$ cat config.mk
export PLATFORM = sky130hd
export DESIGN_NAME = rotate_sequencer
export DESIGN_NICKNAME = d
export VERILOG_FILES = /design/src/rtl/rotate_pkg.sv /design/src/rtl/debouncer.sv /design/src/rtl/rotate_sequencer.sv
export SDC_FILE = /design/constraint.sdc
export NUM_CORES = 1
export LEC_CHECK = 0
export CORE_MARGIN = 4
export CORE_UTILIZATION = 40
export DETAILED_ROUTE_END_ITERATION = 16
export SLEW_MARGIN = 10
export SYNTH_ARGS = -nofsm -noshare
export SYNTH_HDL_FRONTEND = slang
export SYNTH_SLANG_ARGS = --single-unit
$ cat constraint.sdc
create_clock -name clk -period 2.3 [get_ports clk]
set_input_delay 0.69 -clock clk [delete_from_list [all_inputs] [get_ports clk]]
set_output_delay 0.69 -clock clk [all_outputs]
set_load 0.02 [all_outputs]
$ cat src/rtl/rotate_pkg.sv
`default_nettype none
// ============================================================================
//  Module      : rotate_pkg
//  Description : Shared types, default constants and rotation helpers for the
//                rotate_sequencer block (FSM state, rotation direction).
//  Revision    : 1.0 - initial release
// ============================================================================
package rotate_pkg;

    // Operating mode of the sequencer.
    typedef enum logic [0:0] {
        MANUAL = 1'b0,
        AUTO   = 1'b1
    } state_t;

    // Direction of the most recent rotation; also used by automatic stepping.
    typedef enum logic [0:0] {
        RIGHT = 1'b0,
        LEFT  = 1'b1
    } dir_t;

    localparam int c_default_debounce_cycles = 1_000_000;
    localparam int c_default_auto_period     = 50_000_000;

    // Circular rotation of the 16-bit pattern by one or two places.
    function automatic logic [15:0] rotate16(
        input logic [15:0] v,
        input dir_t        d,
        input logic        step2
    );
        logic [15:0] r;
        if (d == RIGHT) begin
            r = step2 ? {v[1:0], v[15:2]} : {v[0], v[15:1]};
        end else begin
            r = step2 ? {v[13:0], v[15:14]} : {v[14:0], v[15]};
        end
        return r;
    endfunction

    // Position tracks net rotation modulo 16: right adds, left subtracts.
    function automatic logic [3:0] next_pos(
        input logic [3:0] p,
        input dir_t       d,
        input logic       step2
    );
        logic [3:0] s;
        s = step2 ? 4'd2 : 4'd1;
        return (d == RIGHT) ? (p + s) : (p - s);
    endfunction

endpackage : rotate_pkg
`default_nettype wire

$ cat src/rtl/debouncer.sv
`default_nettype none
// ============================================================================
//  Module      : debouncer
//  Description : Two-flop synchronizer, consecutive-sample debounce counter and
//                rising-edge press pulse for one raw push button.
//  Ports       : clk      - system clock
//                rst_n    - synchronous active-low reset
//                btn_raw  - asynchronous raw button input
//                level    - debounced button level
//                press    - one-cycle pulse on a debounced 0->1 transition
//  Revision    : 1.0 - initial release
// ============================================================================
module debouncer #(
    parameter int DEBOUNCE_CYCLES = 1_000_000
) (
    input  logic clk,
    input  logic rst_n,
    input  logic btn_raw,
    output logic level,
    output logic press
);

    localparam int c_cnt_w = (DEBOUNCE_CYCLES > 1) ? $clog2(DEBOUNCE_CYCLES) : 1;
    localparam logic [c_cnt_w-1:0] c_cnt_last = c_cnt_w'(DEBOUNCE_CYCLES - 1);

    logic [1:0]         r_sync;
    logic [2:0]         r_arm;
    logic [c_cnt_w-1:0] r_cnt;
    logic               r_level;
    logic               r_press;

    // r_arm fills with ones after reset; r_sync[1] carries a real sample once
    // r_arm[1] is set. On that first real sample the level is adopted without
    // a pulse, so a button held across reset release never produces an event.
    always_ff @(posedge clk) begin
        if (!rst_n) begin
            r_sync  <= 2'b00;
            r_arm   <= 3'b000;
            r_cnt   <= '0;
            r_level <= 1'b0;
            r_press <= 1'b0;
        end else begin
            r_sync  <= {r_sync[0], btn_raw};
            r_arm   <= {r_arm[1:0], 1'b1};
            r_press <= 1'b0;
            if (r_arm[1] && !r_arm[2]) begin
                r_level <= r_sync[1];
                r_cnt   <= '0;
            end else if (r_arm[2]) begin
                if (r_sync[1] != r_level) begin
                    if (r_cnt == c_cnt_last) begin
                        r_level <= r_sync[1];
                        r_press <= r_sync[1];
                        r_cnt   <= '0;
                    end else begin
                        r_cnt <= r_cnt + 1'b1;
                    end
                end else begin
                    r_cnt <= '0;
                end
            end
        end
    end

    assign level = r_level;
    assign press = r_press;

endmodule : debouncer
`default_nettype wire

$ cat src/rtl/rotate_sequencer.sv
`default_nettype none
// ============================================================================
//  Module      : rotate_sequencer
//  Description : 16-bit circular pattern rotator driven by debounced buttons,
//                with a manual mode and an automatic periodic-rotation mode.
//  Ports       : clk     - system clock
//                rst_n   - synchronous active-low reset
//                sw      - pattern load value
//                BTNR    - raw button, rotate right
//                BTNL    - raw button, rotate left
//                BTNC    - raw button, held level selects 2-bit step
//                BTNU    - raw button, load sw into pattern
//                BTND    - raw button, toggle automatic mode
//                led     - current pattern
//                pos     - net rotation position mod 16 since last load
//                auto_on - high while in automatic mode
//  Revision    : 1.0 - initial release
// ============================================================================
module rotate_sequencer
    import rotate_pkg::*;
#(
    parameter int DEBOUNCE_CYCLES = c_default_debounce_cycles,
    parameter int AUTO_PERIOD     = c_default_auto_period
) (
    input  logic        clk,
    input  logic        rst_n,
    input  logic [15:0] sw,
    input  logic        BTNR,
    input  logic        BTNL,
    input  logic        BTNC,
    input  logic        BTNU,
    input  logic        BTND,
    output logic [15:0] led,
    output logic [3:0]  pos,
    output logic        auto_on
);

    localparam int c_idx_r  = 0;
    localparam int c_idx_l  = 1;
    localparam int c_idx_c  = 2;
    localparam int c_idx_u  = 3;
    localparam int c_idx_d  = 4;
    localparam int c_nbtn   = 5;

    localparam int c_presc_w = (AUTO_PERIOD > 1) ? $clog2(AUTO_PERIOD) : 1;
    localparam logic [c_presc_w-1:0] c_presc_last = c_presc_w'(AUTO_PERIOD - 1);

    logic [c_nbtn-1:0] w_raw;
    logic [c_nbtn-1:0] w_level;
    logic [c_nbtn-1:0] w_press;
    logic [3:0]        w_unused_levels;

    logic              w_step2;
    logic              w_load;
    logic              w_rot_r;
    logic              w_rot_l;
    logic              w_toggle;

    logic [15:0]          r_led;
    logic [3:0]           r_pos;
    dir_t                 r_dir;
    state_t               r_state;
    logic                 r_auto_on;
    logic [c_presc_w-1:0] r_presc;

    assign w_raw = {BTND, BTNU, BTNC, BTNL, BTNR};

    generate
        for (genvar gi = 0; gi < c_nbtn; gi++) begin : g_debounce
            debouncer #(
                .DEBOUNCE_CYCLES (DEBOUNCE_CYCLES)
            ) u_debouncer (
                .clk     (clk),
                .rst_n   (rst_n),
                .btn_raw (w_raw[gi]),
                .level   (w_level[gi]),
                .press   (w_press[gi])
            );
        end
    endgenerate

    // Only the step-select button is used as a level; the rest act on presses.
    assign w_unused_levels = {w_level[c_idx_d], w_level[c_idx_u],
                              w_level[c_idx_l], w_level[c_idx_r]};

    assign w_step2  = w_level[c_idx_c];
    assign w_load   = w_press[c_idx_u];
    assign w_rot_r  = w_press[c_idx_r];
    assign w_rot_l  = w_press[c_idx_l];
    assign w_toggle = w_press[c_idx_d];

    always_ff @(posedge clk) begin
        if (!rst_n) begin
            r_led     <= 16'h0000;
            r_pos     <= 4'd0;
            r_dir     <= RIGHT;
            r_state   <= MANUAL;
            r_auto_on <= 1'b0;
            r_presc   <= '0;
        end else begin
            // Load beats rotation; opposing simultaneous rotations cancel and
            // fall through to the automatic-step path.
            if (w_load) begin
                r_led   <= sw;
                r_pos   <= 4'd0;
                r_presc <= '0;
            end else if (w_rot_r ^ w_rot_l) begin
                if (w_rot_r) begin
                    r_led <= rotate16(r_led, RIGHT, w_step2);
                    r_pos <= next_pos(r_pos, RIGHT, w_step2);
                    r_dir <= RIGHT;
                end else begin
                    r_led <= rotate16(r_led, LEFT, w_step2);
                    r_pos <= next_pos(r_pos, LEFT, w_step2);
                    r_dir <= LEFT;
                end
                r_presc <= '0;
            end else if (r_state == AUTO) begin
                if (r_presc == c_presc_last) begin
                    r_presc <= '0;
                    r_led   <= rotate16(r_led, r_dir, w_step2);
                    r_pos   <= next_pos(r_pos, r_dir, w_step2);
                end else begin
                    r_presc <= r_presc + 1'b1;
                end
            end

            // Mode toggle composes with whatever happened above; entering
            // either mode restarts the period.
            if (w_toggle) begin
                r_state   <= (r_state == AUTO) ? MANUAL : AUTO;
                r_auto_on <= (r_state == MANUAL);
                r_presc   <= '0;
            end
        end
    end

    assign led     = r_led;
    assign pos     = r_pos;
    assign auto_on = r_auto_on;

endmodule : rotate_sequencer
`default_nettype wire

## Word-level counts from Yosys, hierarchy flattened

Cells that the tools add are included.
W data, S select, Z words.

- Word-level logic and storage cells: 170
- Register bits after elaboration: 183

- Equality and inequality tests: 11
- $add $sub $neg: 8
- Reduce and logical (&&, ||, !) cells: 48
- Bitwise gates (word level): 16
- Muxes and demuxes: 52

Operators by type and width:

| kind | count |
|---|---|
| $mux W20 | 10 |
| $mux W16 | 8 |
| $add A20 B1 Y20 const B | 5 |
| $eq A20 B20 Y1 const B | 5 |
| $reduce_bool A2 Y1 | 17 |
| $mux W1 | 27 |
| $add A26 B1 Y26 const B | 1 |
| $eq A26 B26 Y1 const B | 1 |
| $mux W26 | 1 |
| $mux W4 | 5 |
| $reduce_or A5 Y1 | 4 |
| $not A1 Y1 | 15 |
| $reduce_and A3 Y1 | 5 |
| $reduce_or A2 Y1 | 6 |
| $reduce_and A2 Y1 | 3 |
| $reduce_bool A3 Y1 | 2 |
| $logic_and A1 B1 Y1 | 5 |
| $logic_not A1 Y1 | 5 |
| $ne A1 B1 Y1 | 5 |
| $add A4 B2 Y4 | 1 |
| $reduce_or A4 Y1 | 1 |
| $sub A4 B2 Y4 | 1 |
| $mux W2 | 1 |
| $xor A1 B1 Y1 | 1 |

## Longest topological paths before layout

Gate-level depths: netlist of run 1.

- Word-level depth: 6
- Gate-level depth with buffers: 9
- Mapped depth without buffers: 8

## Modules after synthesis

From an unflattened synthesis of run 1, not the netlist that was laid out.

- Cell total of the unflattened synthesis: 1141
- Area, all modules: 9600.5 um^2

Modules (own cells, without submodules):

| module | sequential area each (um^2) | area an instance (um^2) | cells an instance | times used |
|---|---|---|---|---|
| debouncer | 540.5 | 1371.3 | 169 | 5 |
| rotate_sequencer | 960.9 | 2743.9 | 296 | 1 |

## Worst setup path before layout of run 1

OpenSTA, ideal clock, no wires.

- Path type: register -> register
- From: register g_debounce[2].u_debouncer.r_level
- To: register r_pos[3], in the netlist pos[3]
- Cell stages (with the launch flop): 8
- Data required time: 2229 ps
- Path buffers: 1
- Arrival: 2304 ps
- Period minus slack after synthesis: 2374 ps
- Slack: -74 ps
- Cell sequence: dfxtp_1 clkinv_1 buf_1 ha_1 a211o_1 mux2_2 or3_1 a21oi_1

- Longest elaborated chain between the ends: 6
- Elaborated cells on any way between the ends: 8
- Classes of those cells: add/sub (2); mux (6)

RTL lines:

| element | RTL line | text |
|---|---|---|
| from (decl) | debouncer.sv:29 | `logic r_level;` |
| from (signal assigned) | debouncer.sv:47 | `r_level <= r_sync[1];` |
| from (signal assigned) | debouncer.sv:52 | `r_level <= r_sync[1];` |
| $mux W2 (*) | rotate_pkg.sv:47 | `s = step2 ? 4'd2 : 4'd1;` |
| $add A4 B2 Y4 or $sub A4 B2 Y4 (tied branches) | rotate_pkg.sv:48 | `return (d == RIGHT) ? (p + s) : (p - s);` |
| $mux W4 | rotate_pkg.sv:48 |  |
| $mux W4 | rotate_sequencer.sv:119 | `if (r_presc == c_presc_last) begin` |
| $mux W4 | rotate_sequencer.sv:118 | `end else if (r_state == AUTO) begin` |
| $mux W4 (*) | rotate_sequencer.sv:107 | `end else if (w_rot_r ^ w_rot_l) begin` |
| to (signal assigned) | rotate_sequencer.sv:110 | `r_pos <= next_pos(r_pos, RIGHT, w_step2);` |
| to (signal assigned) | rotate_sequencer.sv:114 | `r_pos <= next_pos(r_pos, LEFT, w_step2);` |
| to (signal assigned) | rotate_sequencer.sv:122 | `r_pos <= next_pos(r_pos, r_dir, w_step2);` |
| to (decl) | rotate_sequencer.sv:60 | `logic [3:0] r_pos;` |

Mark *: on every way between the ends. The rest lies on a longest branch, timed or not. The select of a mux whose other input is x is not followed.
A chain may end at the register's enable or synchronous reset.

## Worst setup path in the final report of run 1

- From: register r_led[12], in the netlist led[12]
- To: output led[12]

RTL lines:

| element | RTL line | text |
|---|---|---|
| from (decl) | rotate_sequencer.sv:59 | `logic [15:0] r_led;` |
| from (signal assigned) | rotate_sequencer.sv:104 | `r_led <= sw;` |
| from (signal assigned) | rotate_sequencer.sv:109 | `r_led <= rotate16(r_led, RIGHT, w_step2);` |
| from (signal assigned) | rotate_sequencer.sv:113 | `r_led <= rotate16(r_led, LEFT, w_step2);` |
| to (decl) | rotate_sequencer.sv:33 | `output logic [15:0] led,` |

No word-level cell between the ends.

==> results of run 1 <==
==> worst register-to-register path: cells and delay by family (launching register included) <==
kind | cells | cell delay [ps]
AND/OR/NAND/NOR | 2 | 910
AO/OA/AOI/OAI | 3 | 540
flip-flops | 1 | 410
buffers and inverters | 1 | 180
==> stage by stage <==
| stage | cell area, sq um | TNS, ps |
|---|---|---|
| after floorplan | 8810 | 0 |
| after global placement | 9920 | -15.9 |
| after detailed placement | 9920 | -458 |
| after CTS | 10500 | 0 |
| after global routing | 10500 | 0 |
| final | 10500 | 0 |
==> layer usage <==
layer | up-vias | share of wire, % | global-route usage (%)
met5 | - | 0 | 0
met4 | 0 | 1.5 | 4.75
met3 | 21 | 4.4 | 3.26
met2 | 150 | 45 | 27.1
met1 | 3584 | 49 | 22.7
li1 | 3891 | - | -
==> placed cells by master, fill, tap and decap left out, types with 30 or more instances in the layout <==
cell / count
nand2_1: 116
nor2_1: 64
xor2_1: 30
buf_4: 60
nand4_1: 30
a31oi_1: 59
clkdlybuf4s50_1: 39
dfxtp_1: 167
a21oi_1: 48
nand3_1: 57
o21ai_0: 36
==> power by group through the flow <==
stage	clock, mW	sequential (mW)	combinational [mW]
floorplan	0	3.03	0.115
global placement	0	3.03	0.229
detailed placement	0	3.03	0.229
CTS	2.79	2.96	0.231
global route	2.89	2.96	0.249
finish	2.71	2.96	0.229
==> registers in the layout (all words and copies together) (netlist names), 3 cells and up <==
| signal | count |
|---|---|
| g_debounce.u_debouncer.level | 5 |
| g_debounce.u_debouncer.press | 4 |
| g_debounce.u_debouncer.r_arm | 3 |
| g_debounce.u_debouncer.r_cnt | 100 |
| g_debounce.u_debouncer.r_sync | 10 |
| led | 16 |
| pos | 4 |
| r_presc | 26 |
==> worst min-delay path by stage <==
| stage | endpoint | slack (ps) | start |
|---|---|---|---|
| finish | g_debounce[2].u_debouncer.r_sync[1] | 430 | g_debounce[2].u_debouncer.r_sync[0] |
| global route | g_debounce[4].u_debouncer.r_sync[1] | 450 | g_debounce[4].u_debouncer.r_sync[0] |
| CTS | g_debounce[2].u_debouncer.r_sync[1] | 430 | g_debounce[2].u_debouncer.r_sync[0] |
| detailed placement | g_debounce[2].u_debouncer.r_sync[1] | 420 | g_debounce[2].u_debouncer.r_sync[0] |
| global placement | g_debounce[1].u_debouncer.r_sync[1] | 410 | g_debounce[1].u_debouncer.r_sync[0] |
| floorplan | g_debounce[0].u_debouncer.r_sync[1] | 410 | g_debounce[0].u_debouncer.r_sync[0] |
==> area by class of cell <==
type | count | area, sq um
inverters | 27 | 101
multi-input cells | 768 | 5110
fillers | 2098 | 11300
flip-flops and latches | 170 | 3410
clock buffers | 21 | 450
well taps | 280 | 350
clock inverters | 11 | 98.8
repair buffers | 107 | 971
==> cells by family (layout without fill, tap and decap cells) <==
group,after synthesis,after routing,share of synthesized area (%)
mux,44,44,7.58
simple gates,426,426,26.2
compound gates,229,229,16.4
xor+xnor,57,57,5.67
buf+inv,79,166,3.62
flops,170,170,38.6
fa+ha+maj,12,12,1.87
==> flow_results.org, run 1 <==
** Power and ir drop
- Power per cell area :: 563 mW/mm^2
- Part of the power in combinational logic :: 3.9%
- For this design the static power due to leakage is 3.86 nW.
- Clock Power Share :: 45.9%
- Final total power :: 5.91 mW
- Switching power share of the total :: 22.7%
- Relative contribution of sequential cells to total power :: 50.2%
- Across the VDD grid, the largest voltage drop is 0.433 mV.
- The analysis attributes to net switching a power of 1.34 mW.
- Cell internal power was estimated by the tool at 4.57 mW.

** CTS
- After clock tree synthesis, the clock-pin slew on the worst setup and hold paths is 70 ps.
- Clock tree from TritonCTS :: built
- Buffer type at the clock tree root :: clkbuf_16
- For this design, the CTS-stage hold fixing added 0 buffers.
- The H-tree was split into 4 levels.
- Number of buffers inserted during clock tree synthesis :: 17
- Maximum root-to-sink buffer count :: 2
- After clock tree synthesis, the setup repair step added 0 buffers.
- The clock reaches the later pin of the worst-skew pair after 440 ps.
- Gates resized during post-CTS repair numbered 1.
- Number of sinks on the clock net :: 170

** Synthesis
- In the post-synthesis netlist, the cell with the most instances is dfxtp_1.
- Summed over all instances, the cell type with the most area after synthesis is dfxtp_1.
- Netlist Area Pre-Place :: 0.00881 sq mm
- Flops & latches, synth :: 170
- Number of flops mapped to enable cells by yosys :: 0
- After synthesis, the largest area contributor takes up 38.6% of total cell area.
- Post-Synthesis Net Count :: 1052
- Of all flip-flops after synthesis, the portion carrying an async set or reset was 0%.
- Most area-consuming cells after synthesis :: dfxtp_1 39%, nand2_1 4.9%, mux4_2 4.6%
- Synthesis handed over a netlist of 1017 instances.
- Warnings, synthesis :: 0
- Mean instance size in the synthesized netlist :: 8.66 sq um
- Most used DFF post-synth :: dfxtp_1
- For this run, the register share of the synthesized area comes to 38.6%.
- Number of distinct library cells after synthesis :: 71
- By count the netlist is led by 170 x dfxtp_1, 116 x nand2_1, 65 x nor2_1, 59 x a31oi_1, 57 x nand3_1.

** Cells and area
- Non-filler instance count after layout :: 1384
- Utilization of the core after routing :: 48.2%
- Inserted Diodes :: 0
- Fraction of final layout cells with drive strength greater than 1 :: 12.5%
- For this run, the post-layout net count is 1126.
- Area Growth Syn to Fin :: 19.0%

** Worst setup path
- Kind of end point of the critical path :: primary output
- Crit path cell chain :: clkdlybuf4s50_1
- Startpoint Class :: flop
- Worst path top cell family by delay :: buffers and inverters
- The setup path with the least slack is of type flop to primary output.
- Reg-to-Reg End :: g_debounce[3].u_debouncer.r_cnt[17]
- Setup slack, reg-to-reg :: 160 ps
- Critical Path Source :: led[12]
- Measured in cells, the most critical reg-to-reg path has a length of 6.
- Stages on worst setup path :: 1
- Worst Path Max Fanout :: 7
- Together, buffers and inverters on the worst path number 1.
- In this run the worst setup path terminates at led[12].
- Reg-to-reg critical path startpoint :: g_debounce[3].u_debouncer.r_cnt[9]
- Highest cell delay on the worst timing path :: 660 ps
- For the worst setup path, the data arrival time is 1570 ps.
- Among all stages on the critical path, the largest delay is contributed by clkdlybuf4s50_1.
- CP Data Required Time :: 1610 ps

** STA
- Transition at the pin with the smallest max-transition slack :: 553 ps
- Minimum clock period :: 2260 ps
- Max-slew headroom at the worst pin :: 62.8%
- The tightest hold path in the finished design has a slack of 429 ps.
- Static timing analysis puts the maximum clock frequency at 442 MHz.
- Setup WS post-layout :: 35.1 ps
- Setup repair after global routing left no endpoint under its margin.
- Across the routed clock network, the largest skew measured is 14.0 ps.
- Period utilization :: 98.5%
- The number of hold violations in the final report came to 0.
- Number of slew-limit violations in the final report :: 0
- Number of setup violations in the final report :: 0

** Min path
- Hold crit path type :: flop to flop
- Along the worst hold path, the cell count comes to 1.

** Run status
- Status :: finished, final reports clean

** Floorplan
- Core area :: 0.0218 sq mm
- Die width :: 156 um
- Site row count :: 54
- During I/O placement, the number of pins put on the boundary was 44.
- Initial standard-cell utilization of the core :: 40.5%
- Area of the die :: 0.0245 sq mm
- Vert. Die Dim :: 156 um

** Flow run
- The tool flagged a number of max-cap violations equal to 0.

** Global routing
- Global routing consumed, over all layers together, 16.7% of the routing resources.
- Vias in the first global route :: 6961
- Total overflow reported by the global router :: 0
- Pin count of the biggest net entering global routing :: 31
- Global-route wire length before repair :: 34200 um
- The number of antenna violations at the first check in global routing was 0.

** Detailed routing
- The detail route stage leaves a number of antenna-violating nets equal to 0.
- Starting DRC count in detailed routing :: 453
- For this block, the routed nets add up to 20400 um of wire.
- Drt wl/cell :: 14.7 um
- Number of optimization iterations in the first detailed-route pass :: 4
- Using the TritonRoute via totals, the vias-per-cell ratio works out to 5.52.
- Summing over every cut layer, the via total after detailed routing is 7646.
- DR DRC count :: 0

** Placed design
- Prior to clock tree synthesis, the placed netlist has a worst setup slack of -71.1 ps.
- In this run, placement finished with an instance count of 1352.
- Routability-driven placement finished with a final weighted congestion of 0.815.
- The count of buffers added on input and output ports is 43.
- The wire-length estimate of the detail-placed layout is 14300 um.
No activity file was read; power rests on OpenSTA's default activity.
==> inputs of run 2 (changes only) <==
--- a/config.mk
+++ b/config.mk
@@ -8,6 +8,7 @@
 export CORE_MARGIN = 4
 export CORE_UTILIZATION = 40
 export DETAILED_ROUTE_END_ITERATION = 16
+export DONT_BUFFER_PORTS = 1
 export SLEW_MARGIN = 10
 export SYNTH_ARGS = -nofsm -noshare
 export SYNTH_HDL_FRONTEND = slang
==> run 2 against run 1 <==
  * Non-clock buffer count fell by 44
  * Register-to-register slack got worse by 40 ps
  * Hold slack got worse by 120 ps
  * Routed wire length fell by 0.72%
  * Critical path type is now flop to flop
  * Highest routed layer unchanged
==> flow_results.org, run 2 (same netlist as run 1, synthesis figures left out) <==
** Run status
- Status: finished, final reports clean (unchanged).

** Detailed routing
- The final routed wire length divided by cell count is 15.1 um (was 14.7 um).
- Total vias in the final route :: 7500 (was 7646)
- The first-pass iteration count of the detailed router is 5 (was 4).
- Detailed-route vias per instance :: 5.60 (was 5.52)
- Starting DRC count in detailed routing :: 513 (was 453)
- The number of remaining DRC errors came to 0 (unchanged).
- The sum of routed wire length over all layers came to 20200 um (was 20400 um).
- ANT nets after route :: 0 (unchanged)

** STA
- Max-slew headroom at the worst pin :: 36.6% (was 62.8%)
- RSZ-0062 raised after global routing :: false (unchanged)
- Number of setup violations in the final report :: 0 (unchanged)
- Setup WS post-layout :: 117 ps (was 35.1 ps)
- Minimum clock period :: 2180 ps (was 2260 ps)
- Number of slew-limit violations in the final report :: 0 (unchanged)
- The number of hold violations in the final report was 0 (unchanged).
- The highest clock rate came to 458 MHz (was 442 MHz).
- The clock tree skew after final layout is 13.2 ps (was 14.0 ps).
- Transition at the pin with the smallest max-transition slack :: 949 ps (was 553 ps)
- The post-route clock period utilization was 94.9% (was 98.5%).
- Post-route worst hold slack :: 306 ps (was 429 ps)
- The setup TNS was 0 ps (unchanged).

** Cells and area
- Most common cell after layout, fill and taps aside :: dfxtp_1 (unchanged)
- The total inserted antenna cells is 0 (unchanged).
- # fillers :: 2098 (unchanged)
- Most used cells in the layout excluding fill and tap cells: 170 x dfxtp_1, 116 x nand2_1, 64 x nor2_1 (was 167 x dfxtp_1, 116 x nand2_1, 64 x nor2_1).
- The register name with the most flops was g_debounce.u_debouncer.r_cnt (unchanged).
- The final core utilization came to 46.4% (was 48.2%).
- NumNets Final :: 1082 (was 1126)
- Fraction of final layout cells with drive strength greater than 1 :: 12.9% (was 12.5%)
- The area growth from synthesis to layout was 14.6% (was 19.0%).
- The flip-flop count of the largest register after layout was 100 (unchanged).

** Power and ir drop
- Final total power :: 6.18 mW (was 5.91 mW)
- Leakage component of the power :: 3.66 nW (was 3.86 nW)
- Power per cell area :: 612 mW/mm^2 (was 563 mW/mm^2)
- The maximum VDD drop came to 0.440 mV (was 0.433 mV).

** Placed design
- The port buffer count is 0 (was 43).
- The final estimated routing congestion in global placement is 0.845 (was 0.815).
- Setup slack after placement :: -48.4 ps (was -71.1 ps)
- The placed wire-length estimate was 14000 um (was 14300 um).

** Worst setup path
- Kind of end point of the critical path :: flop (was primary output)
- The category of the most critical setup path is flop to flop (was flop to primary output).
- The data required time at the worst endpoint came to 2620 ps (was 1610 ps).
- Reg-to-reg critical path startpoint :: g_debounce[2].u_debouncer.r_cnt[0] (was g_debounce[3].u_debouncer.r_cnt[9])
- Data arrival time of the critical path :: 2500 ps (was 1570 ps)
- The startpoint class of the critical path is a flop (unchanged).
- Path depth of the worst reg2reg path :: 6 (unchanged)
- The launch point of the worst path was g_debounce[2].u_debouncer.r_cnt[0] (was led[12]).
- The maximum net fanout on the critical path was 5 (was 7).
- Setup slack, reg-to-reg :: 120 ps (was 160 ps)
- Reg-to-Reg End :: g_debounce[2].u_debouncer.level (was g_debounce[3].u_debouncer.r_cnt[17])
- CP Capture Point :: g_debounce[2].u_debouncer.level (was led[12])

** CTS
- Clock tree from TritonCTS :: built (unchanged)
- The maximum clock path buffer count is 2 (unchanged).
- Buffers inserted during post-CTS setup optimization :: 0 (unchanged)
- The H-tree depth reported by CTS came to 4 (unchanged).
- The clock input transition at the sequential cells of the worst setup and hold paths came to 80 ps (was 70 ps).
- The total clock sinks is 170 (unchanged).
- The clock latency of the later-clocked register in the worst-skew pair is 430 ps (was 440 ps).
- Hold buffer count at CTS :: 0 (unchanged)
- Buffer type at the clock tree root :: clkbuf_16 (unchanged)
- Number of buffers inserted during clock tree synthesis :: 17 (unchanged)

** Min path
- Hold crit path type :: input port to flop (was flop to flop)

** Global routing
- The pin count of the biggest net entering global routing was 37 (was 31).
- Global-route wire length before repair :: 34700 um (was 34200 um)
- The met1 demand-to-capacity share in global routing was 22.6% (was 22.7%).
- Vias in the first global route :: 7081 (was 6961)
- The global routing usage on met2 is 27.9% (was 27.1%).
- The global-route congestion overflow total was 0 (unchanged).
- The total routing resource utilization after global routing came to 16.8% (was 16.7%).
- The number of antenna violations at the first check in global routing was 0 (unchanged).
- Busiest metal layer after global routing :: met2 (unchanged)
- Met3 capacity usage during global routing :: 3.57% (was 3.26%)

** Floorplan
- The overall die area was 0.0245 sq mm (unchanged).
- Core area :: 0.0218 sq mm (unchanged)
- Vert. Die Dim :: 156 um (unchanged)
- Site row count :: 54 (unchanged)
- Die width :: 156 um (unchanged)
- The count of pins on the block boundary is 44 (unchanged).
- Initial standard-cell utilization of the core :: 40.5% (unchanged)

** Flow run
- The number of max-capacitance violations reported was 0 (unchanged).
==> run 2: worst max-delay path, stage by stage (launching register included) <==
cell and delay [ps]:
dfxtp_1 390, ha_1 200, nand3_1 180, or2_1 340, or4_1 610, o21ba_1 230
mux2i_1 120
==> run 2: area by class of cell <==
class | instances | area (sq um) | share of cell area (%)
sequential | 170 | 3400 | 33.7
multi-input combinational | 768 | 5120 | 50.7
tap | 280 | 350 | 3.47
timing repair buffer | 63 | 498 | 4.93
clock inverter | 14 | 184 | 1.82
clock buffer | 18 | 439 | 4.35
inverter | 27 | 101 | 1.00
==> run 2: stage by stage <==
stage | area [sq um] | std cells
final | 10100 | 1340
after CTS | 10100 | 1340
after global routing | 10100 | 1340
after floorplan | 8810 | 1017
after detailed placement | 9450 | 1308
after global placement | 9450 | 1308
==> run 2: worst min path at each step <==
stage | depth (start not counted) | startpoint | endpoint
finish | 0 | rst_n | g_debounce[4].u_debouncer.r_arm[0]
global route | 0 | rst_n | g_debounce[4].u_debouncer.r_arm[0]
CTS | 0 | rst_n | g_debounce[4].u_debouncer.r_arm[0]
detailed placement | 1 | g_debounce[0].u_debouncer.r_sync[0] | g_debounce[0].u_debouncer.r_sync[1]
global placement | 1 | g_debounce[4].u_debouncer.r_arm[0] | g_debounce[2].u_debouncer.r_arm[1]
floorplan | 1 | g_debounce[0].u_debouncer.r_sync[0] | g_debounce[0].u_debouncer.r_sync[1]
==> run 2: power breakdown <==
| part | switching, mW | internal [mW] | total (mW) |
|---|---|---|---|
| clock network | 1.28 | 1.77 | 3.04 |
| logic | 0.117 | 0.0590 | 0.176 |
| registers | 0.00710 | 2.96 | 2.96 |
| total | 1.40 | 4.78 | 6.18 |
==> run 2: timing repair <==
action,in CTS,in global routing
endpoints found under the setup margin,0,12
gates resized for setup,0,2
endpoints found under the hold margin,0,0
==> run 2: layer usage <==
layer  vias up  share of wire [%]
li1       3807                  -
met1      3547                 48
met2       138                 47
met3         8                4.8
met4         0               0.50
met5         -                  0
==> inputs of run 3 (changes only) <==
--- a/config.mk
+++ b/config.mk
@@ -9,6 +9,7 @@
 export CORE_UTILIZATION = 40
 export DETAILED_ROUTE_END_ITERATION = 16
 export DONT_BUFFER_PORTS = 1
+export PLACE_DENSITY = 0.63
 export SLEW_MARGIN = 10
 export SYNTH_ARGS = -nofsm -noshare
 export SYNTH_HDL_FRONTEND = slang
==> run 3 against run 2 <==
  * Utilization is 0.41 points lower
  * Sequential power about the same
  * Via count is 0.80% lower
  * Non-clock buffer count down 12
  * First-iteration DRC count rose by 1.8%
  * Combinational power is 2% lower
  * Clock skew decreased by 0.74 ps
  * Cell count decreased by 0.90%
  * Critical endpoint is now led[9]
  * Highest routed layer is now met5
==> flow_results.org, run 3 (same netlist as run 1, synthesis figures left out) <==
** Cells and area
- The total inserted antenna cells was 0 (unchanged).
- The most common cell after layout, fill and taps aside was dfxtp_1 (unchanged).
- Flip-flop count of the largest register, all copies and words added :: 100 (unchanged)
- Most used cells in the layout excluding fill and tap cells: 170 x dfxtp_1, 116 x nand2_1, 64 x nor2_1 (unchanged).
- Multi-input logic area :: 0.00512 sq mm (about the same)
- NumNets Final :: 1070 (was 1082)
- Fraction of final layout cells with drive strength greater than 1 :: 12.0% (was 12.9%)
- The count of filler cells inserted in the layout is 2125 (was 2098).
- Non-filler instance count after layout :: 1328 (was 1340)
- Register with the most flip-flops :: g_debounce.u_debouncer.r_cnt (unchanged)
- The total area of sequential cells came to 0.00340 sq mm (unchanged).
- Utilization of the core after routing :: 46.0% (was 46.4%)
- Area Growth Syn to Fin :: 13.5% (was 14.6%)

** STA
- Max Clock Skew :: 12.5 ps (was 13.2 ps)
- The final hold slack came to 302 ps (was 306 ps).
- Max Clk Rate :: 470 MHz (was 458 MHz)
- The post-route clock period utilization came to 92.5% (was 94.9%).
- Max-slew headroom at the worst pin :: 46.0% (was 36.6%)
- The smallest setup slack after layout came to 172 ps (was 117 ps).
- The number of hold violations in the final report is 0 (unchanged).
- The number of max-slew violations in the final report was 0 (unchanged).
- The setup violation total in the final timing report is 0 (unchanged).
- The shortest clock period the worst path allows after layout is 2130 ps (was 2180 ps).
- Transition at the pin with the smallest max-transition slack :: 810 ps (was 949 ps)

** Power and ir drop
- The leakage component of the power is 3.59 nW (was 3.66 nW).
- The internal power summed over all cells was 4.78 mW (about the same).
- Sw power :: 1.35 mW (was 1.40 mW)
- Max rail drop VDD :: 0.457 mV (was 0.440 mV)
- Power per cell area :: 614 mW/mm^2 (was 612 mW/mm^2)
- Part of the power in combinational logic :: 2.8% (about the same)
- Final total power :: 6.14 mW (was 6.18 mW)
- Switching power share of the total :: 22.1% (was 22.7%)
- Clock Power Share :: 48.9% (was 49.2%)
- The power share of the sequential group is 48.3% (was 47.9%).

** Floorplan
- The effective utilization at floorplan was 40.5% (unchanged).
- The number of standard-cell rows in the floorplan came to 54 (unchanged).
- Die width :: 156 um (unchanged)
- The placeable core region came to 0.0218 sq mm (unchanged).
- The count of pins on the block boundary is 44 (unchanged).
- The y dimension of the die is 156 um (unchanged).
- The overall die area is 0.0245 sq mm (unchanged).

** Placed design
- The placed wire-length estimate is 13600 um (was 14000 um).
- The worst setup slack before clock tree synthesis came to -9.87 ps (was -48.4 ps).
- The final estimated routing congestion in global placement came to 0.804 (was 0.845).
- The placed instance count came to 1296 (was 1308).
- The port buffer count is 0 (unchanged).

** Worst setup path
- The category of the most critical setup path is flop to flop (unchanged).
- CP Data Required Time :: 2610 ps (was 2620 ps)
- Setup slack, reg-to-reg :: 170 ps (was 120 ps)
- The endpoint kind of the worst setup timing path is a flop (unchanged).
- Startpoint Class :: flop (unchanged)
- Data arrival time of the critical path :: 2440 ps (was 2500 ps)
- The maximum net fanout on the critical path was 10 (was 5).

** CTS
- Clock input transition at the sequential cells of the worst setup and hold paths :: 70 ps (was 80 ps)
- The clock latency of the later-clocked register in the worst-skew pair came to 430 ps (about the same).
- The post-CTS setup-driven buffer insertion count is 0 (unchanged).
- The number of hold-repair buffers added at the cts stage is 0 (unchanged).
- Buffer type at the clock tree root :: clkbuf_16 (unchanged)
- Number of buffers inserted during clock tree synthesis :: 17 (unchanged)
- Maximum root-to-sink buffer count :: 2 (unchanged)
- The total clock sinks was 170 (unchanged).
- Clock tree from TritonCTS :: built (unchanged)
- H-tree depth :: 4 (unchanged)

** Detailed routing
- The iteration-0 DRC count of the detailed router is 522 (was 513).
- The average vias per placed instance is 5.60 (about the same).
- ANT nets after route :: 0 (unchanged)
- The sum of routed wire length over all layers came to 19800 um (was 20200 um).
- The first-pass iteration count of the detailed router came to 4 (was 5).
- The number of remaining DRC errors is 0 (unchanged).
- The via count of the routed design was 7440 (was 7500).
- The final routed wire length divided by cell count came to 14.9 um (was 15.1 um).

** Global routing
- Antenna violations before repair :: 1 (was 0)
- Overall routing resource usage :: 16.5% (was 16.8%)
- The pin count of the biggest net entering global routing was 37 (unchanged).
- Total overflow reported by the global router :: 0 (unchanged)
- The global-route wire length before repair was 34000 um (was 34700 um).
- Vias in the first global route :: 6938 (was 7081)

** Min path
- Hold crit path type :: input port to flop (unchanged)

** Run status
- Status: finished, final reports clean (unchanged).

** Flow run
- The number of max-capacitance violations reported came to 0 (unchanged).
-- run 3: power by group through the flow --
| stage | Clock (mW) | Combinational [mW] | Sequential, mW |
|---|---|---|---|
| floorplan | 0 | 0.115 | 3.03 |
| global placement | 0 | 0.170 | 3.03 |
| detailed placement | 0 | 0.172 | 3.03 |
| CTS | 3.06 | 0.173 | 2.96 |
| global route | 3.18 | 0.189 | 2.96 |
| finish | 3.00 | 0.172 | 2.96 |
-- run 3: final cells by class --
type,count,share of cell area (%)
sequential,170,34.0
timing repair buffer,51,4.08
tap,280,3.50
clock inverter,13,1.68
clock buffer,19,4.53
multi-input combinational,768,51.2
inverter,27,1.01
-- run 3: final timing paths --
kind	startpoint	end	cells past startpoint
max	r_presc[0]	led[9]	7
min	rst_n	g_debounce[4].u_debouncer.r_arm[0]	0
max reg2reg	r_presc[0]	led[9]	7
min reg2reg	g_debounce[1].u_debouncer.r_sync[0]	g_debounce[1].u_debouncer.r_sync[1]	1
-- run 3: critical path, cell delays in order, from the launching register on --
cell and delay (ps):
dfxtp_1 350, ha_1 240, nand2_1 190, nor4_4 80, a31oi_2 550, buf_4 300
mux2i_1 230, o21ai_1 80
-- run 3: repair_timing --
item                                   in CTS  in global routing
gates resized for setup                     0                  3
endpoints found under the hold margin       0                  0
setup endpoints to repair                   0                 13
-- run 3: layer usage --
metal	vias to the layer above	share of wire (%)	global-route usage, %
li1	3772	-	-
met1	3515	49	22.6
met5	-	0.066	0
met3	16	4.8	3.43
met2	135	45	26.4
met4	2	1.1	4.67
-- run 3: per-stage QoR --
stage	cell area (sq um)	setup TNS, ps
2_1_floorplan	8810	0
3_3_place_gp	9360	0
3_5_place_dp	9360	-15.4
4_1_cts	9980	0
5_1_grt	10000	-13.4
6_report	10000	0
